===== src/rtl/clock_set_controller.sv =====
// Run/set sequencer for the HH:MM:SS clock: field select, increment with auto-repeat, blink, load.
// Latency: all outputs registered, reflecting the state/shadows after each edge; load one cycle after the final mode_press.
// Backpressure: none; press inputs are single-cycle pulses consumed on the edge they arrive.
module clock_set_controller #(
    parameter int BLINK_HALF    = 12_500_000,
    parameter int REPEAT_DELAY  = 25_000_000,
    parameter int REPEAT_PERIOD = 5_000_000,
    parameter int TIMEOUT       = 500_000_000
) (
    input  logic       clk,
    input  logic       reset_n,
    input  logic       mode_press,
    input  logic       inc_press,
    input  logic       inc_held,
    input  logic [5:0] cur_sec,
    input  logic [5:0] cur_min,
    input  logic [4:0] cur_hour,
    output logic       run_enable,
    output logic       load,
    output logic [5:0] load_sec,
    output logic [5:0] load_min,
    output logic [4:0] load_hour,
    output logic [5:0] disp_sec,
    output logic [5:0] disp_min,
    output logic [4:0] disp_hour,
    output logic [5:0] blank_mask,
    output logic       edit_active
);

    localparam int MAX_AB  = (BLINK_HALF > REPEAT_DELAY) ? BLINK_HALF : REPEAT_DELAY;
    localparam int MAX_CD  = (REPEAT_PERIOD > TIMEOUT) ? REPEAT_PERIOD : TIMEOUT;
    localparam int CNT_MAX = (MAX_AB > MAX_CD) ? MAX_AB : MAX_CD;
    localparam int CW      = $clog2(CNT_MAX + 1);

    localparam logic [CW-1:0] BL_LAST  = CW'(BLINK_HALF - 1);
    localparam logic [CW-1:0] DLY_LAST = CW'(REPEAT_DELAY - 1);
    localparam logic [CW-1:0] PER_LAST = CW'(REPEAT_PERIOD - 1);
    localparam logic [CW-1:0] TO_LAST  = CW'(TIMEOUT - 1);

    typedef enum logic [1:0] {RUN, SET_HOUR, SET_MIN, SET_SEC} state_t;

    state_t        state, next_state;
    logic [4:0]    sh_hour, sh_hour_n;
    logic [5:0]    sh_min, sh_min_n;
    logic [5:0]    sh_sec, sh_sec_n;
    logic [CW-1:0] blink_cnt, blink_cnt_n;
    logic          blink_ph, blink_ph_n;
    logic [CW-1:0] idle_cnt, idle_cnt_n;
    logic [CW-1:0] held_cnt, held_cnt_n;
    logic          repeating, repeating_n;

    logic in_set, next_in_set, state_chg;
    logic rep_tick, inc_req, inc_ev, timeout_hit;

    always_comb begin
        in_set      = (state != RUN);
        rep_tick    = in_set && inc_held &&
                      (repeating ? (held_cnt >= PER_LAST) : (held_cnt >= DLY_LAST));
        inc_req     = in_set && (inc_press || rep_tick);
        inc_ev      = inc_req && !mode_press;
        timeout_hit = in_set && !mode_press && !inc_req && (idle_cnt >= TO_LAST);

        next_state = state;
        if (mode_press) begin
            case (state)
                RUN:      next_state = SET_HOUR;
                SET_HOUR: next_state = SET_MIN;
                SET_MIN:  next_state = SET_SEC;
                default:  next_state = RUN;
            endcase
        end else if (timeout_hit) begin
            next_state = RUN;
        end
        next_in_set = (next_state != RUN);
        state_chg   = (next_state != state);

        // Capture clamps corrupt live values so shadows are always in range.
        sh_hour_n = sh_hour;
        sh_min_n  = sh_min;
        sh_sec_n  = sh_sec;
        if (state == RUN && mode_press) begin
            sh_hour_n = (cur_hour > 5'd23) ? 5'd0 : cur_hour;
            sh_min_n  = (cur_min  > 6'd59) ? 6'd0 : cur_min;
            sh_sec_n  = (cur_sec  > 6'd59) ? 6'd0 : cur_sec;
        end else if (inc_ev) begin
            case (state)
                SET_HOUR: sh_hour_n = (sh_hour >= 5'd23) ? 5'd0 : sh_hour + 5'd1;
                SET_MIN:  sh_min_n  = (sh_min  >= 6'd59) ? 6'd0 : sh_min  + 6'd1;
                SET_SEC:  sh_sec_n  = (sh_sec  >= 6'd59) ? 6'd0 : sh_sec  + 6'd1;
                default:  ;
            endcase
        end

        blink_cnt_n = '0;
        blink_ph_n  = 1'b0;
        if (next_in_set && !state_chg && !inc_ev) begin
            if (blink_cnt >= BL_LAST) begin
                blink_ph_n = ~blink_ph;
            end else begin
                blink_cnt_n = blink_cnt + 1'b1;
                blink_ph_n  = blink_ph;
            end
        end

        idle_cnt_n = '0;
        if (next_in_set && !mode_press && !inc_req)
            idle_cnt_n = idle_cnt + 1'b1;

        // First tick after REPEAT_DELAY, then every REPEAT_PERIOD while held.
        held_cnt_n  = '0;
        repeating_n = 1'b0;
        if (in_set && inc_held && !state_chg) begin
            if (rep_tick) begin
                repeating_n = 1'b1;
            end else begin
                held_cnt_n  = held_cnt + 1'b1;
                repeating_n = repeating;
            end
        end
    end

    always_ff @(posedge clk or negedge reset_n) begin
        if (!reset_n) begin
            state     <= RUN;
            sh_hour   <= '0;
            sh_min    <= '0;
            sh_sec    <= '0;
            blink_cnt <= '0;
            blink_ph  <= 1'b0;
            idle_cnt  <= '0;
            held_cnt  <= '0;
            repeating <= 1'b0;
        end else begin
            state     <= next_state;
            sh_hour   <= sh_hour_n;
            sh_min    <= sh_min_n;
            sh_sec    <= sh_sec_n;
            blink_cnt <= blink_cnt_n;
            blink_ph  <= blink_ph_n;
            idle_cnt  <= idle_cnt_n;
            held_cnt  <= held_cnt_n;
            repeating <= repeating_n;
        end
    end

    always_ff @(posedge clk or negedge reset_n) begin
        if (!reset_n) begin
            run_enable  <= 1'b0;
            edit_active <= 1'b0;
            load        <= 1'b0;
            disp_hour   <= '0;
            disp_min    <= '0;
            disp_sec    <= '0;
            blank_mask  <= '0;
        end else begin
            run_enable  <= !next_in_set;
            edit_active <= next_in_set;
            load        <= (state == SET_SEC) && mode_press;
            disp_hour   <= next_in_set ? sh_hour_n : cur_hour;
            disp_min    <= next_in_set ? sh_min_n  : cur_min;
            disp_sec    <= next_in_set ? sh_sec_n  : cur_sec;
            blank_mask  <= '0;
            if (blink_ph_n) begin
                case (next_state)
                    SET_HOUR: blank_mask <= 6'b110000;
                    SET_MIN:  blank_mask <= 6'b001100;
                    SET_SEC:  blank_mask <= 6'b000011;
                    default:  blank_mask <= 6'b000000;
                endcase
            end
        end
    end

    assign load_hour = sh_hour;
    assign load_min  = sh_min;
    assign load_sec  = sh_sec;

endmodule


===== config.mk =====
export PLATFORM = sky130hd
export DESIGN_NAME = clock_set_controller
export DESIGN_NICKNAME = d
export VERILOG_FILES = /design/src/rtl/clock_set_controller.sv
export SDC_FILE = /design/constraint.sdc
export NUM_CORES = 1
export LEC_CHECK = 0
export ABC_AREA = 1
export CORE_MARGIN = 4
export CORE_UTILIZATION = 38
export CTS_CLUSTER_SIZE = 10
export DETAILED_ROUTE_END_ITERATION = 12
export PLACE_DENSITY_LB_ADDON = 0.1
export SYNTH_ARGS = -nofsm -noshare
export SYNTH_HDL_FRONTEND = slang
export SYNTH_SLANG_ARGS = --single-unit

===== constraint.sdc =====
create_clock -name clk -period 2.4 [get_ports clk]
set_input_delay 0.72 -clock clk [delete_from_list [all_inputs] [get_ports clk]]
set_output_delay 0.72 -clock clk [all_outputs]
set_load 0.05 [all_outputs]

== Word-level counts from Yosys, hierarchy flattened ==
Index checks and enable logic that the tools add are counted.
Word-level totals
  register bits after elaboration: 134
  bits in latches: 0
  bits in writable memories: 0
  memory bits (read-only): 0
  bits of input ports: 22
  word-level logic and storage cells: 97
  memories: 0
Operators by class
  add/sub/neg operators: 6
  multiply operators: 0
  div/mod/pow operators: 0
  $lt $le $gt $ge: 10
  eq/ne operators: 8
  shift operators: 0
  mux-type cells: 33
  bitwise operators: 1
  reduce and logical (&&, ||, !) cells: 23
Operators with widths (number)
  $mux 29: 5
  $add 29x1->29 const B: 3
  $mux 6: 13
  $mux 5: 6
  $ge 29x23->1 const B: 1
  $ge 29x24->1 const B: 1
  $ge 29x25->1 const B: 1
  $ge 29x29->1 const B: 1
  $pmux 6 s3: 1
  $logic_and 1x1->1: 14
  $add 6x1->6 const B: 2
  $ge 6x6->1 const B: 2
  $gt 6x6->1 const B: 2
  $eq 2x2->1 const B: 4
  $pmux 2 s3: 1
  $add 5x1->5 const B: 1
  $ge 5x5->1 const B: 1
  $gt 5x5->1 const B: 1
  $logic_not 1->1: 5
  $mux 1: 5
  $eq 2x1->1 const B: 2
  $mux 2: 2
  $reduce_bool 2->1: 2
  $logic_not 2->1: 1
  4 further kinds: 4

== Longest topological paths before layout ==
Gate-level depths: netlist of the first run.
  word-level depth: 16
  depth in mapped cells: 18

== Worst setup path before layout of the first run ==
No wires, ideal clock.
  kind: input-to-reg
  from: in mode_press
  to: reg blink_cnt[21]
  arrival: 2.103 ns
  required time: 2.332 ns
  path slack: 0.229 ns
  stages on the path: 10
  path through: clkbuf_1 nand2_1 o211ai_1 nand2_2 nand2_1 nand3_2 nor2_4 nand3_4 buf_6 nor2_4
On the way
  word-level cells in the longest chain between the ends: 11
  elaborated cells between the ends (all ways): 14
  those cells by class: 1 x eq/ne; 3 x mux; 10 x reduce/logical
Ends and longest elaborated chain
  start, declared: RTL line 12  | input logic mode_press,
  $logic_not 1->1: RTL line 60, 61
  $logic_and 1x1->1 (3 in a row): RTL line 61  | timeout_hit = in_set && !mode_press && !inc_req && (idle_cnt >= TO_LAST);
  $mux 2: RTL line 71  | end else if (timeout_hit) begin
  $mux 2: RTL line 64  | if (mode_press) begin
  $ne 2x2->1: RTL line 75  | state_chg = (next_state != state);
  $logic_not 1->1: RTL line 96  | if (next_in_set && !state_chg && !inc_ev) begin
  $logic_and 1x1->1: RTL line 96
  $logic_and 1x1->1 (*): RTL line 96
  $mux 29 (*): RTL line 96
  via blink_cnt_n[21]: RTL line 46  | logic [CW-1:0] blink_cnt, blink_cnt_n;
  end signal, assigned: RTL line 138  | blink_cnt <= blink_cnt_n;
  end, declared: RTL line 46
The timed path passes the listed nets; every way through them passes the cells marked *.
A chain may end at the register's enable or synchronous reset.

== Final worst setup path of the first run ==
  from: in mode_press
  to: reg blink_cnt[19]
The elaborated chain is that of the path after synthesis.

==> results by group, run 1 <==
Clock tree
  • Num Clock Sinks: 131
  • Cts bufs inserted: 17
  • Clock tree root driver cell: clkbuf_16
  • Hold Buf Count CTS: 0
  • CTS tree: yes
  • Clock transition at path regs: 60 ps
  • Htree depth: 4
  • Clock tree buffer depth: 2
  • Clock Latency Late Sink: 420 ps

Route
  • Per-cell routed wire length: 12.7 um
  • Via count: 6,551
  • Residual DRC: 0
  • Post-route ant nets: 0
  • Iteration-0 DRC Markers: 283
  • Drt total wl: 17.7 mm
  • Avg Vias per Cell: 4.69
  • TritonRoute pass-1 iters: 5

Yosys
  • Post-Syn Instances: 995
  • FFs w/ async S/R, synth: 100%
  • Synth warn: 0
  • Commonest cells in the netlist: 251 x nand2_1, 131 x dfrtp_1, 127 x nor2_1
  • Syn avg cell area: 7.69 sq um
  • Sequential-to-total area share from yosys stat: 42.8%
  • EDFF count, synth: 0
  • Largest area contributor in the netlist: dfrtp_1
  • Count of cell types in the netlist: 46
  • Area share of the largest cell type after synthesis: 42.8%
  • Synth Register Bits: 131
  • Main synth FF type: dfrtp_1
  • Syn Std Cell Area: 7650 sq um
  • Ranking of synthesized cells by area: dfrtp_1 43%, nand2_1 12%, nor2_1 6.2%
  • Cell with the most instances after synthesis: nand2_1

Timing
  • Fin worst setup slack: 62.0 ps
  • Final Cycle Share: 97.4%
  • Setup TNS: 0 ps
  • Final Slew Violations: 0
  • WHS: 262 ps
  • Slew HR: 62.7%
  • Slew @ Worst Pin: 560 ps
  • Min cycle time layout: 2340 ps
  • # setup viols final: 0
  • Unrepaired setup endpoints after global routing: true
  • Clk_skew: 10.7 ps
  • Hold Violations, Final: 0
  • Highest Clock Rate: 428 MHz

Final layout
  • Nets: 1,153
  • Final non-filler cell total: 1,398
  • Antenna diode count: 0
  • Share of layout cells above drive strength 1: 19.7%
  • Area delta synth->final: 29.1%
  • Final Util: 50.3%

Place
  • Post-DP HPWL: 12.5 mm
  • Pre-CTS setup slack: -193 ps
  • IO buf count: 64
  • Inst Count DP: 1,356
  • Final GP Congestion: 0.819

GRT
  • Pin count of the biggest net entering global routing: 54
  • GRT Residual Overflow: 0
  • Vias in the first global route: 6,256
  • First-pass GRT wire length: 29.8 mm
  • Antenna violations before repair: 0
  • Total GRT Usage: 16.2%

Critical path
  • Slowest cell on crit path: clkdlybuf4s50_1
  • Most used cell along the critical path: nor2_4
  • CP Class: input port to register
  • Critical Path AT: 2700 ps
  • Crit Path Max Fanout: 6
  • Worst path max stage delay: 520 ps
  • Critical-path cell list: clkdlybuf4s50_1 -> buf_4 -> o211ai_1 -> nand2_4 -> nand2_2 -> nand3_2 -> nor2_4 -> nand3_4 -> clkbuf_16 -> nor2_4
  • Crit. End Element: register
  • Data required, critical path: 2760 ps
  • Setup crit start kind: input port

Floorplanning
  • Io pins: 65
  • Core ar.: 19,700 sq um
  • Die ar.: 22,500 sq um
  • Die Y-Extent: 150 um
  • Starting density of the core: 38.9%
  • Row count: 51
  • Die width: 150 um

Power and ir drop
  • Peak VDD IR: 0.000749 V
  • Power per cell area: 981 nW/um^2
  • LEAKAGE: 4.33 nW

Worst hold path
  • Hold Crit Class: input port to asynchronous set/reset pin

Run status
  • Run status: completed

Flow run
  • Max_cap viols: 0
[worst paths after layout]
| path | slack [ps] | end | startpoint | cells past startpoint |
|---|---|---|---|---|
| min reg2reg | 460 | blink_cnt[0] | blink_cnt[0] | 1 |
| max in group asynchronous | 1530 | load_hour[4] | reset_n | 2 |
| min in group clk | 460 | blink_cnt[0] | blink_cnt[0] | 1 |
| max reg2reg | 110 | blink_cnt[19] | held_cnt[0] | 16 |
| max | 60 | blink_cnt[19] | mode_press | 10 |
| min | 260 | blink_cnt[13] | reset_n | 1 |
[where the power goes]
part	switching [mW]	internal, mW	total [mW]
Sequential	0.284	2.57	2.86
Clock	0.964	1.78	2.75
Combinational	2.71	1.38	4.09
[state kept, by name (all words and copies together) (netlist names)]
register,flops
blink_ph,1
held_cnt,29
load_hour,5
blank_mask,3
disp_sec,6
run_enable,1
repeating,1
load_sec,6
disp_hour,5
idle_cnt,29
blink_cnt,29
load,1
state,2
edit_active,1
disp_min,6
load_min,6
[logic make-up after synthesis]
family                     after synthesis  share of synthesized area, %
and+or+nand+nor                        594                          37.1
buffers and inverters                  144                          8.01
DFF                                    131                          42.8
AOI/OAI and AO/OA                       70                          5.18
xor gates and xnor gates                45                          5.15
adders and majority gates               10                          1.64
other                                    1                        0.0490
[layout by cell type, fill, tap and decap left out, types with 5 or more instances in the layout]
cell type / Yosys / final
nand4_1: 21 / 21
nand3_2: 4 / 10
inv_1: 112 / 111
nand2_2: 8 / 12
nand2_1: 251 / 246
nor3b_1: 6 / 6
o21ai_1: 5 / 7
conb_1: 1 / 9
inv_2: 8 / 10
nand3_1: 67 / 59
xor2_1: 32 / 32
o21ai_0: 31 / 28
ha_1: 10 / 8
nor2_1: 127 / 112
nor2_2: 40 / 43
clkbuf_16: 0 / 19
nor4_1: 6 / 6
nor3_2: 9 / 7
a31oi_1: 10 / 10
buf_4: 8 / 52
xnor2_1: 13 / 13
nand3_4: 3 / 5
dfrtp_1: 131 / 129
nor2_4: 13 / 25
buf_12: 0 / 6
dlygate4sd2_1: 0 / 10
nor3_1: 27 / 27
a21oi_1: 11 / 9
clkdlybuf4s50_1: 0 / 45
[per-stage QoR]
stage	cell area [sq um]	total power, mW
6_report	9880	9.69
5_1_grt	9880	10.3
4_1_cts	9520	9.71
3_5_place_dp	8910	6.96
3_3_place_gp	8910	6.97
2_1_floorplan	7680	5.57
[what timing repair did]
item | 4_1_cts | 5_1_grt
pin swaps | 0 | 17
buffers inserted | 0 | 7
setup endpoints to repair | 10 | 102
gates resized for setup | 10 | 65
gates cloned | 0 | 4
[final cells by class]
cell class,count,area (sq um)
fill,1983,9770
multi-input combinational,729,4030
sequential,131,3280
timing repair buffer,121,1170
clock buffer,21,460
inverter,121,454
tap,265,332
clock inverter,10,156
[worst max-delay path: cells and delay by family]
family                 cells  cell delay (ps)
AOI/OAI and AO/OA          1              360
and+or+nand+nor            6              670
buffers and inverters      3              950
[per-layer routing]
metal / up-vias / wire [um] / track usage, %
met2: 99 / 7960 / 25.1
li1: 3407 / - / -
met1: 3032 / 8760 / 22.3
met3: 13 / 824 / 5.09
met4: 0 / 194 / 3.89
met5: - / 0 / 0
Power figures use the tool's default switching activity.
==> run 2, diff against run 1 <==
Settings changed: SETUP_SLACK_MARGIN set to 0.15.
==> run 2 against run 1 <==
Sequential cell count stayed put. Clock power hardly changed. Die area stayed put. Largest power group unchanged. First-iteration DRC count is 13% higher. Maximum frequency is 0.44% higher. Clock skew is 2.0 ps lower. Wire length is 2.9% higher. Hold slack better by 11 ps. Cell area is 4.7% higher.
==> results by group, run 2 (synthesis gave the netlist of run 1 again) <==
Final layout
  • Antenna diode count: 0 (unchanged)
  • Area delta synth->final: 35.2%
  • Final Util: 52.6% (+2.4 points)
  • Nets: 1,173 (+1.7%)
  • Biggest regs: blink_cnt x29, held_cnt x29, idle_cnt x29
  • Most frequent cells in the layout: 241 x nand2_1, 127 x dfrtp_1, 110 x inv_1, 97 x nor2_1, 67 x buf_4
  • Most common cell after layout, fill and taps aside: nand2_1
  • Share of layout cells above drive strength 1: 24.6% (+4.9 points)

Timing
  • Clk_skew: 8.74 ps (-2.00 ps)
  • Slew HR: 60.8% (-1.9 points)
  • # setup viols final: 0 (unchanged)
  • Slew @ Worst Pin: 581 ps (+20.8 ps)
  • Unrepaired setup endpoints after global routing: true
  • Highest Clock Rate: 430 MHz (+0.44%)
  • Final Slew Violations: 0 (unchanged)
  • Setup TNS: 0 ps (unchanged)
  • Min cycle time layout: 2330 ps (-10.3 ps)
  • Hold Violations, Final: 0 (unchanged)
  • Final Cycle Share: 97.0% (-0.43 points)

Place
  • Post-DP HPWL: 12.5 mm (unchanged)
  • Final GP Congestion: 0.819 (unchanged)
  • IO buf count: 64 (unchanged)

Floorplanning
  • Starting density of the core: 38.9% (unchanged)
  • Io pins: 65 (unchanged)
  • Core ar.: 19,700 sq um (unchanged)
  • Row count: 51 (unchanged)
  • Die width: 150 um (unchanged)
  • Die Y-Extent: 150 um (unchanged)
  • Die ar.: 22,500 sq um (unchanged)

GRT
  • First-pass GRT wire length: 30.4 mm (+2.1%)
  • Antenna violations before repair: 0 (unchanged)
  • Total GRT Usage: 16.6% (+0.38 points)
  • GRT Residual Overflow: 0 (unchanged)
  • Pin count of the biggest net entering global routing: 54 (unchanged)
  • Vias in the first global route: 6,372 (+1.9%)

Critical path
  • Delay-heaviest family, CP: buffers and inverters
  • Capturing point of the worst reg2reg path: blink_cnt[20]
  • Critical Path AT: 2680 ps (-20 ps)
  • Crit. End Element: register
  • Worst Reg-to-Reg Cells: 17 (+1)
  • Data required, critical path: 2750 ps (about the same)
  • Slowest cell on crit path: clkdlybuf4s50_1
  • Setup crit start kind: input port
  • Worst reg-to-reg setup slack: 130 ps (+20 ps)
  • Worst path max stage delay: 520 ps (about the same)
  • CP Class: input port to register
  • Buffer and inverter count on the worst path: 4 (+1)
  • Crit Path Max Fanout: 6 (unchanged)
  • Reg2reg start: held_cnt[6]
  • Critical-path cell list: clkdlybuf4s50_1 -> buf_4 -> o211ai_1 -> nand2_4 -> nand2_2 -> nand3_2 -> nor2_4 -> buf_4 -> nand3_4 -> clkbuf_16 -> nor2_4

Power and ir drop
  • Int Pwr: 5.77 mW (+0.55%)
  • Combinational share of power: 43.5% (+1.3 points)
  • Sw power: 4.13 mW (+4.4%)
  • Sw Ratio: 41.7% (+0.92 points)
  • Peak VDD IR: 0.000701 V (-6.4%)
  • Sequential power share: 28.7% (-0.8 points)
  • LEAKAGE: 4.55 nW (+5.0%)
  • Power per cell area: 957 nW/um^2 (-2.5%)
  • Clock share of power: 27.7% (-0.6 points)

Clock tree
  • Cts bufs inserted: 17 (unchanged)
  • Hold Buf Count CTS: 0 (unchanged)
  • Clock transition at path regs: 60 ps (about the same)
  • Clock tree buffer depth: 2 (unchanged)
  • Clock Latency Late Sink: 420 ps (about the same)
  • Num Clock Sinks: 131 (unchanged)
  • Htree depth: 4 (unchanged)
  • Clock tree root driver cell: clkbuf_16
  • CTS tree: yes

Run status
  • Run status: completed

Flow run
  • Max_cap viols: 0 (unchanged)

Route
  • Drt total wl: 18.2 mm (+2.9%)
  • TritonRoute pass-1 iters: 5 (unchanged)
  • Avg Vias per Cell: 4.72 (+0.68%)
  • Via count: 6,690 (+2.1%)
  • Residual DRC: 0 (unchanged)
  • Per-cell routed wire length: 12.9 um (+1.4%)
  • Post-route ant nets: 0 (unchanged)
  • Iteration-0 DRC Markers: 321 (+13%)

Worst hold path
  • Hold Crit Class: input port to asynchronous set/reset pin
## run 2: cell types whose count changed in the layout (fill, tap and decap cells not counted), moves of 4 or more
cell / before / now
dlygate4sd2_1: 10 / 38
nor2_1: 112 / 97
nand3_2: 10 / 14
nor3_1: 27 / 21
nor2_4: 25 / 46
clkdlybuf4s50_1: 45 / 20
nor2_2: 43 / 37
nand3_1: 59 / 55
nand2_1: 246 / 241
buf_4: 52 / 67
## run 2: through the flow
| step | total power [mW] | instance area (sq um) | hold WS, ps | setup slack [ps] | cells |
|---|---|---|---|---|---|
| floorplan | 5.57 | 7680 | 424 | 229 | 1003 |
| global placement | 6.97 | 8910 | 453 | -142 | 1356 |
| detailed placement | 6.96 | 8910 | 458 | -193 | 1356 |
| CTS | 9.67 | 9620 | 279 | 115 | 1395 |
| global route | 10.5 | 10300 | 306 | -84.0 | 1418 |
| finish | 9.90 | 10300 | 273 | 72.3 | 1418 |
## run 2: worst max-delay path by stage
stage / start / to / cells past startpoint / slack (ps)
after floorplan: mode_press / blink_cnt[21] / 10 / 230
after global placement: inc_held / idle_cnt[10] / 10 / -140
after detailed placement: inc_held / idle_cnt[10] / 10 / -190
after CTS: idle_cnt[0] / held_cnt[4] / 18 / 110
after global routing: held_cnt[6] / held_cnt[5] / 17 / -80
final: mode_press / blink_cnt[20] / 11 / 70
## run 2: power groups by stage
stage                     Clock [mW]  Sequential, mW  Combinational, mW
after global placement             0            2.90               4.07
after CTS                       2.82            2.85               4.01
after floorplan                    0            3.88               1.69
after detailed placement           0            2.89               4.07
after global routing            2.91            2.90               4.74
final                           2.75            2.85               4.31
## run 2: final cells by class
cell class | count | area, sq um
flip-flops and latches | 131 | 3280
multi-input cells | 729 | 4330
clock inverters | 10 | 156
repair buffers | 141 | 1330
clock buffers | 21 | 460
inverters | 121 | 457
fillers | 1936 | 9310
well taps | 265 | 332
## run 2: metal layers
| metal | vias to the layer above | global-route usage, % | routed length (um) |
|---|---|---|---|
| met5 | - | 0 | 0 |
| met3 | 20 | 5.15 | 802 |
| met4 | 0 | 4.30 | 241 |
| li1 | 3460 | - | - |
| met2 | 105 | 25.6 | 8420 |
| met1 | 3105 | 22.7 | 8780 |
## run 2: what timing repair did
action / CTS / global route
setup buffers: 6 / 19
resized for setup: 53 / 124
pin swaps: 5 / 20
endpoints found under the setup margin: 101 / 113
gates cloned: 2 / 4
## run 2: worst register-to-register path: stages, from the launching register on
cell and delay [ps]:
dfrtp_1 430, inv_2 140, nand2_1 90, nor2_1 120, nand2_2 90, nor2_4 110
nand2_2 70, nand4_4 110, nand3_4 100, nand3_4 110, nand2_4 80, nand2_4 80
nor2_4 40, nor2_4 120, buf_4 130, nand3_4 120, clkbuf_16 210, nor2_4 70
==> run 3, diff against run 2 <==
Settings changed: CTS_BUF_LIST set to sky130_fd_sc_hd__clkbuf_8 sky130_fd_sc_hd__clkbuf_16.
==> run 3 against run 2 <==
Maximum frequency rose by 0.15%. Sequential share of layout area did not move. Critical path depth did not move. Clock power barely moved. Total power barely moved. Via count fell by 0.12%. Global-route usage did not move. Cell area did not move. Combinational power barely moved. Clock-buffer cell count fell by 2. Critical path type unchanged. Largest cell class unchanged.
==> results by group, run 3 (synthesis gave the netlist of run 1 again) <==
Run status
  • Run status: completed

Timing
  • Final Cycle Share: 96.8% (-0.14 points)
  • # setup viols final: 0 (unchanged)
  • Slew HR: 60.8% (unchanged)
  • Slew @ Worst Pin: 581 ps (unchanged)
  • Clk_skew: 8.72 ps (-0.0181 ps)
  • Final Slew Violations: 0 (unchanged)
  • Fin worst setup slack: 75.7 ps (+3.41 ps)
  • Highest Clock Rate: 430 MHz (+0.15%)
  • Min cycle time layout: 2320 ps (-3.41 ps)
  • Unrepaired setup endpoints after global routing: true
  • WHS: 273 ps (+0.526 ps)
  • Hold Violations, Final: 0 (unchanged)

Floorplanning
  • Core ar.: 19,700 sq um (unchanged)
  • Die Y-Extent: 150 um (unchanged)
  • Die width: 150 um (unchanged)
  • Row count: 51 (unchanged)
  • Io pins: 65 (unchanged)
  • Die ar.: 22,500 sq um (unchanged)
  • Starting density of the core: 38.9% (unchanged)

Final layout
  • Most frequent cells in the layout: 241 x nand2_1, 127 x dfrtp_1, 112 x inv_1, 97 x nor2_1, 67 x buf_4
  • Antenna diode count: 0 (unchanged)
  • Cell area after layout: 10,300 sq um (unchanged)
  • Biggest regs: blink_cnt x29, held_cnt x29, idle_cnt x29
  • Area delta synth->final: 35.2% (unchanged)
  • Most common cell after layout, fill and taps aside: nand2_1
  • Share of layout cells above drive strength 1: 24.6% (unchanged)
  • Nets: 1,173 (unchanged)

GRT
  • Pin count of the biggest net entering global routing: 54 (unchanged)
  • GRT Residual Overflow: 0 (unchanged)
  • Total GRT Usage: 16.6% (unchanged)
  • Vias in the first global route: 6,372 (unchanged)
  • Antenna violations before repair: 0 (unchanged)
  • First-pass GRT wire length: 30.4 mm (unchanged)

Route
  • Drt total wl: 18.3 mm (about the same)
  • TritonRoute pass-1 iters: 5 (unchanged)
  • Via count: 6,682 (-0.12%)
  • Avg Vias per Cell: 4.71 (-0.12%)
  • Residual DRC: 0 (unchanged)
  • Iteration-0 DRC Markers: 318 (-0.93%)
  • Post-route ant nets: 0 (unchanged)
  • Per-cell routed wire length: 12.9 um (about the same)

Clock tree
  • Num Clock Sinks: 131 (unchanged)
  • Hold Buf Count CTS: 0 (unchanged)
  • CTS tree: yes
  • Cts bufs inserted: 17 (unchanged)
  • Clock tree root driver cell: clkbuf_16
  • Clock tree buffer depth: 2 (unchanged)
  • Clock Latency Late Sink: 420 ps (about the same)
  • Htree depth: 4 (unchanged)
  • Clock transition at path regs: 60 ps (about the same)

Power and ir drop
  • Int Pwr: 5.76 mW (-0.16%)
  • LEAKAGE: 4.55 nW (+0.18%)
  • Sw power: 4.13 mW (about the same)
  • Combinational share of power: 43.5% (about the same)
  • Sequential power share: 28.8% (about the same)
  • Clock share of power: 27.7% (about the same)
  • Power per cell area: 956 nW/um^2 (about the same)
  • Peak VDD IR: 0.000701 V (about the same)
  • Sw Ratio: 41.8% (+0.052 points)

Place
  • Placed Area: 8910 sq um (unchanged)
  • Pre-CTS setup slack: -193 ps (unchanged)
  • Final GP Congestion: 0.819 (unchanged)
  • Post-DP HPWL: 12.5 mm (unchanged)
  • IO buf count: 64 (unchanged)

Critical path
  • End point of the critical path: blink_cnt[20]
  • Worst reg-to-reg setup slack: 130 ps (about the same)
  • Data required, critical path: 2750 ps (about the same)
  • Critical Path AT: 2680 ps (about the same)
  • Worst Reg-to-Reg Cells: 17 (unchanged)
  • Worst path max stage delay: 520 ps (about the same)
  • Crit path launch: mode_press
  • Slowest cell on crit path: clkdlybuf4s50_1
  • Capturing point of the worst reg2reg path: blink_cnt[20]
  • Setup crit start kind: input port
  • Reg2reg start: held_cnt[6]
  • Critical-path cell list: clkdlybuf4s50_1 -> buf_4 -> o211ai_1 -> nand2_4 -> nand2_2 -> nand3_2 -> nor2_4 -> buf_4 -> nand3_4 -> clkbuf_16 -> nor2_4
  • Crit. End Element: register
  • CP Class: input port to register
  • Crit Path Max Fanout: 6 (unchanged)

Flow run
  • Max_cap viols: 0 (unchanged)

Worst hold path
  • Hold Crit Class: input port to asynchronous set/reset pin
-- run 3: cell types whose count changed in the layout (fill, tap and decap cells not counted) --
cell	change
clkbuf_1	-2
inv_1	+2
-- run 3: cell type report --
type	count	area [sq um]
well taps	265	332
clock inverters	12	164
inverters	121	457
fillers	1936	9310
clock buffers	19	453
repair buffers	141	1330
multi-input cells	729	4330
flip-flops and latches	131	3280
-- run 3: power by group through the flow --
| stage | Combinational [mW] | Sequential [mW] | Clock, mW |
|---|---|---|---|
| finish | 4.31 | 2.85 | 2.74 |
| global route | 4.74 | 2.90 | 2.91 |
| CTS | 4.01 | 2.85 | 2.81 |
| detailed placement | 4.07 | 2.89 | 0 |
| global placement | 4.07 | 2.90 | 0 |
| floorplan | 1.69 | 3.88 | 0 |
-- run 3: critical path, delay by kind of cell --
family	cells	cell delay (ps)
buffers and inverters	4	1070
and+or+nand+nor	6	530
AOI/OAI and AO/OA	1	360
-- run 3: how the worst min path moves through the flow --
stage,cells after the start,to,start
finish,1,held_cnt[6],reset_n
global route,1,blink_cnt[13],reset_n
CTS,1,blink_cnt[13],reset_n
detailed placement,1,idle_cnt[0],idle_cnt[0]
global placement,1,blink_cnt[0],blink_cnt[0]
floorplan,0,blank_mask[1],reset_n
-- run 3: timing repair --
item,in CTS,in global routing
gates cloned,2,4
gates resized for setup,53,124
setup endpoints to repair,101,113
pin swaps,5,20
setup buffers,6,19
-- run 3: per-stage QoR --
stage          total power [mW]  util [%]  TNS [ps]  cells
4_1_cts                    9.66      48.9         0   1395
2_1_floorplan              5.57         -         0   1003
3_5_place_dp               6.96      45.3    -11830   1356
5_1_grt                    10.5      52.6     -2700   1418
6_report                   9.89      52.6         0   1418
3_3_place_gp               6.97      45.3     -9120   1356
-- run 3: layer usage --
metal,wire length (um),global-route usage [%],vias up,share of wire (%)
met5,0,0,-,0
met4,233,4.30,0,1.3
met3,793,5.15,18,4.3
met2,8430,25.6,100,46
met1,8800,22.7,3104,48
li1,-,-,3460,-
==> edit (settings of run 2) <==
`sh_sec` no longer has a reset.
--- a/src/rtl/clock_set_controller.sv
+++ b/src/rtl/clock_set_controller.sv
@@ -125,5 +125,4 @@
             sh_hour   <= '0;
             sh_min    <= '0;
-            sh_sec    <= '0;
             blink_cnt <= '0;
             blink_ph  <= 1'b0;
@@ -135,5 +134,4 @@
             sh_hour   <= sh_hour_n;
             sh_min    <= sh_min_n;
-            sh_sec    <= sh_sec_n;
             blink_cnt <= blink_cnt_n;
             blink_ph  <= blink_ph_n;
@@ -142,4 +140,8 @@
             repeating <= repeating_n;
         end
+    end
+
+    always_ff @(posedge clk) begin
+        sh_sec <= sh_sec_n;
     end
 
Check against the original RTL: not equivalent (Yosys sat finds a counterexample within 4 cycles, from zero or initial values and one cycle with reset_n low).
==> edit against run 2 <==
- non-clock buffer count up 9
- wire length up 3.2%
- total power rose by 7.5%
- largest cell class unchanged
- sequential cell count unchanged
- setup slack better by 0.042 ns
- highest routed layer is now met5
- design area grew 2.7%
- sequential share of layout area down 1.1 points
- largest power group unchanged
- area after synthesis down 0.39%
- utilization up 1.6 points
==> edit: results <==
[outcome]
outcome = "finished clean"

[timing]
fmax_ghz = 0.437
fin_skew_ns = 0.0106
relSlewSlack_pct = 63.1

[logic_synthesis]
syn_area_um2 = 7620
synthTopCellsByCount = "nand2_1, nor2_1, dfrtp_1, inv_1, nand3_1"
synth_area_leaders = "dfrtp_1, nand2_1, nor2_1"
synth.distinct_cells = 47
synth_seq_area_share_pct = 42.6

[setup_path]
critPathArrivalTime_ns = 2.64
crit_slowest_cell = "dfrtp_1"
crit_start = "held_cnt[12]"
reg2regPathDepth = 16
max_stage_delay_ns = 0.42
cp_top_family = "simple AND/OR/NAND/NOR gates"

[layout]
seq_area_um2 = 3260
buf_share_pct = 13.6
clkbuf_count = 19
fill_cells = 1883
clock_area_share_pct = 6.71
fin_cells = 1429

[global_routing]
grt_antenna_before_repair = 1
gr-usage-all-layers_pct = 16.6
grt_pass1_wl_mm = 30.3
grt_max_degree = 40

[pwr]
vdd_drop_max_mv = 0.959
p_sw_share_pct = 40.4
leakagePower_nw = 4.71

[place]
pre_cts_ws_ns = -0.192
postPlaceCellArea_um2 = 8860
place.gp.congestion = 0.818

[routing]
totalWireLength_mm = 18.8
via_per_inst = 4.68
==> edit: power groups by stage <==
stage	logic, mW	registers, mW	clock network [mW]
after floorplan	1.69	3.88	0
after CTS	3.90	2.85	3.24
final	4.61	2.86	3.18
after global routing	5.02	2.91	3.35
after detailed placement	3.98	2.90	0
after global placement	4.00	2.90	0
==> edit: cell families after synthesis <==
logic type	synth area share, %
buffers and inverters	8.04
adder cells (fa/ha/maj)	1.64
other	0.0492
AND/OR/NAND/NOR	37.3
XOR/XNOR	5.17
AO/OA/AOI/OAI	5.20
flip-flops	42.6
==> edit: metal layers <==
layer  share of wire [%]  wire length [um]  GRT usage (%)  up-vias
met5               0.064                12              0        -
met4                 1.9               361           5.58        2
met3                 4.6               868           4.15       34
met2                  48              8970           26.6      118
met1                  46              8610           22.2     3064
li1                    -                 -              -     3474
==> edit: worst reg2reg max path: cells and delay by family (launching register included) <==
kind	cells	cell delay (ns)
AND/OR/NAND/NOR	14	1.43
flip-flops	1	0.42
buffers and inverters	2	0.35
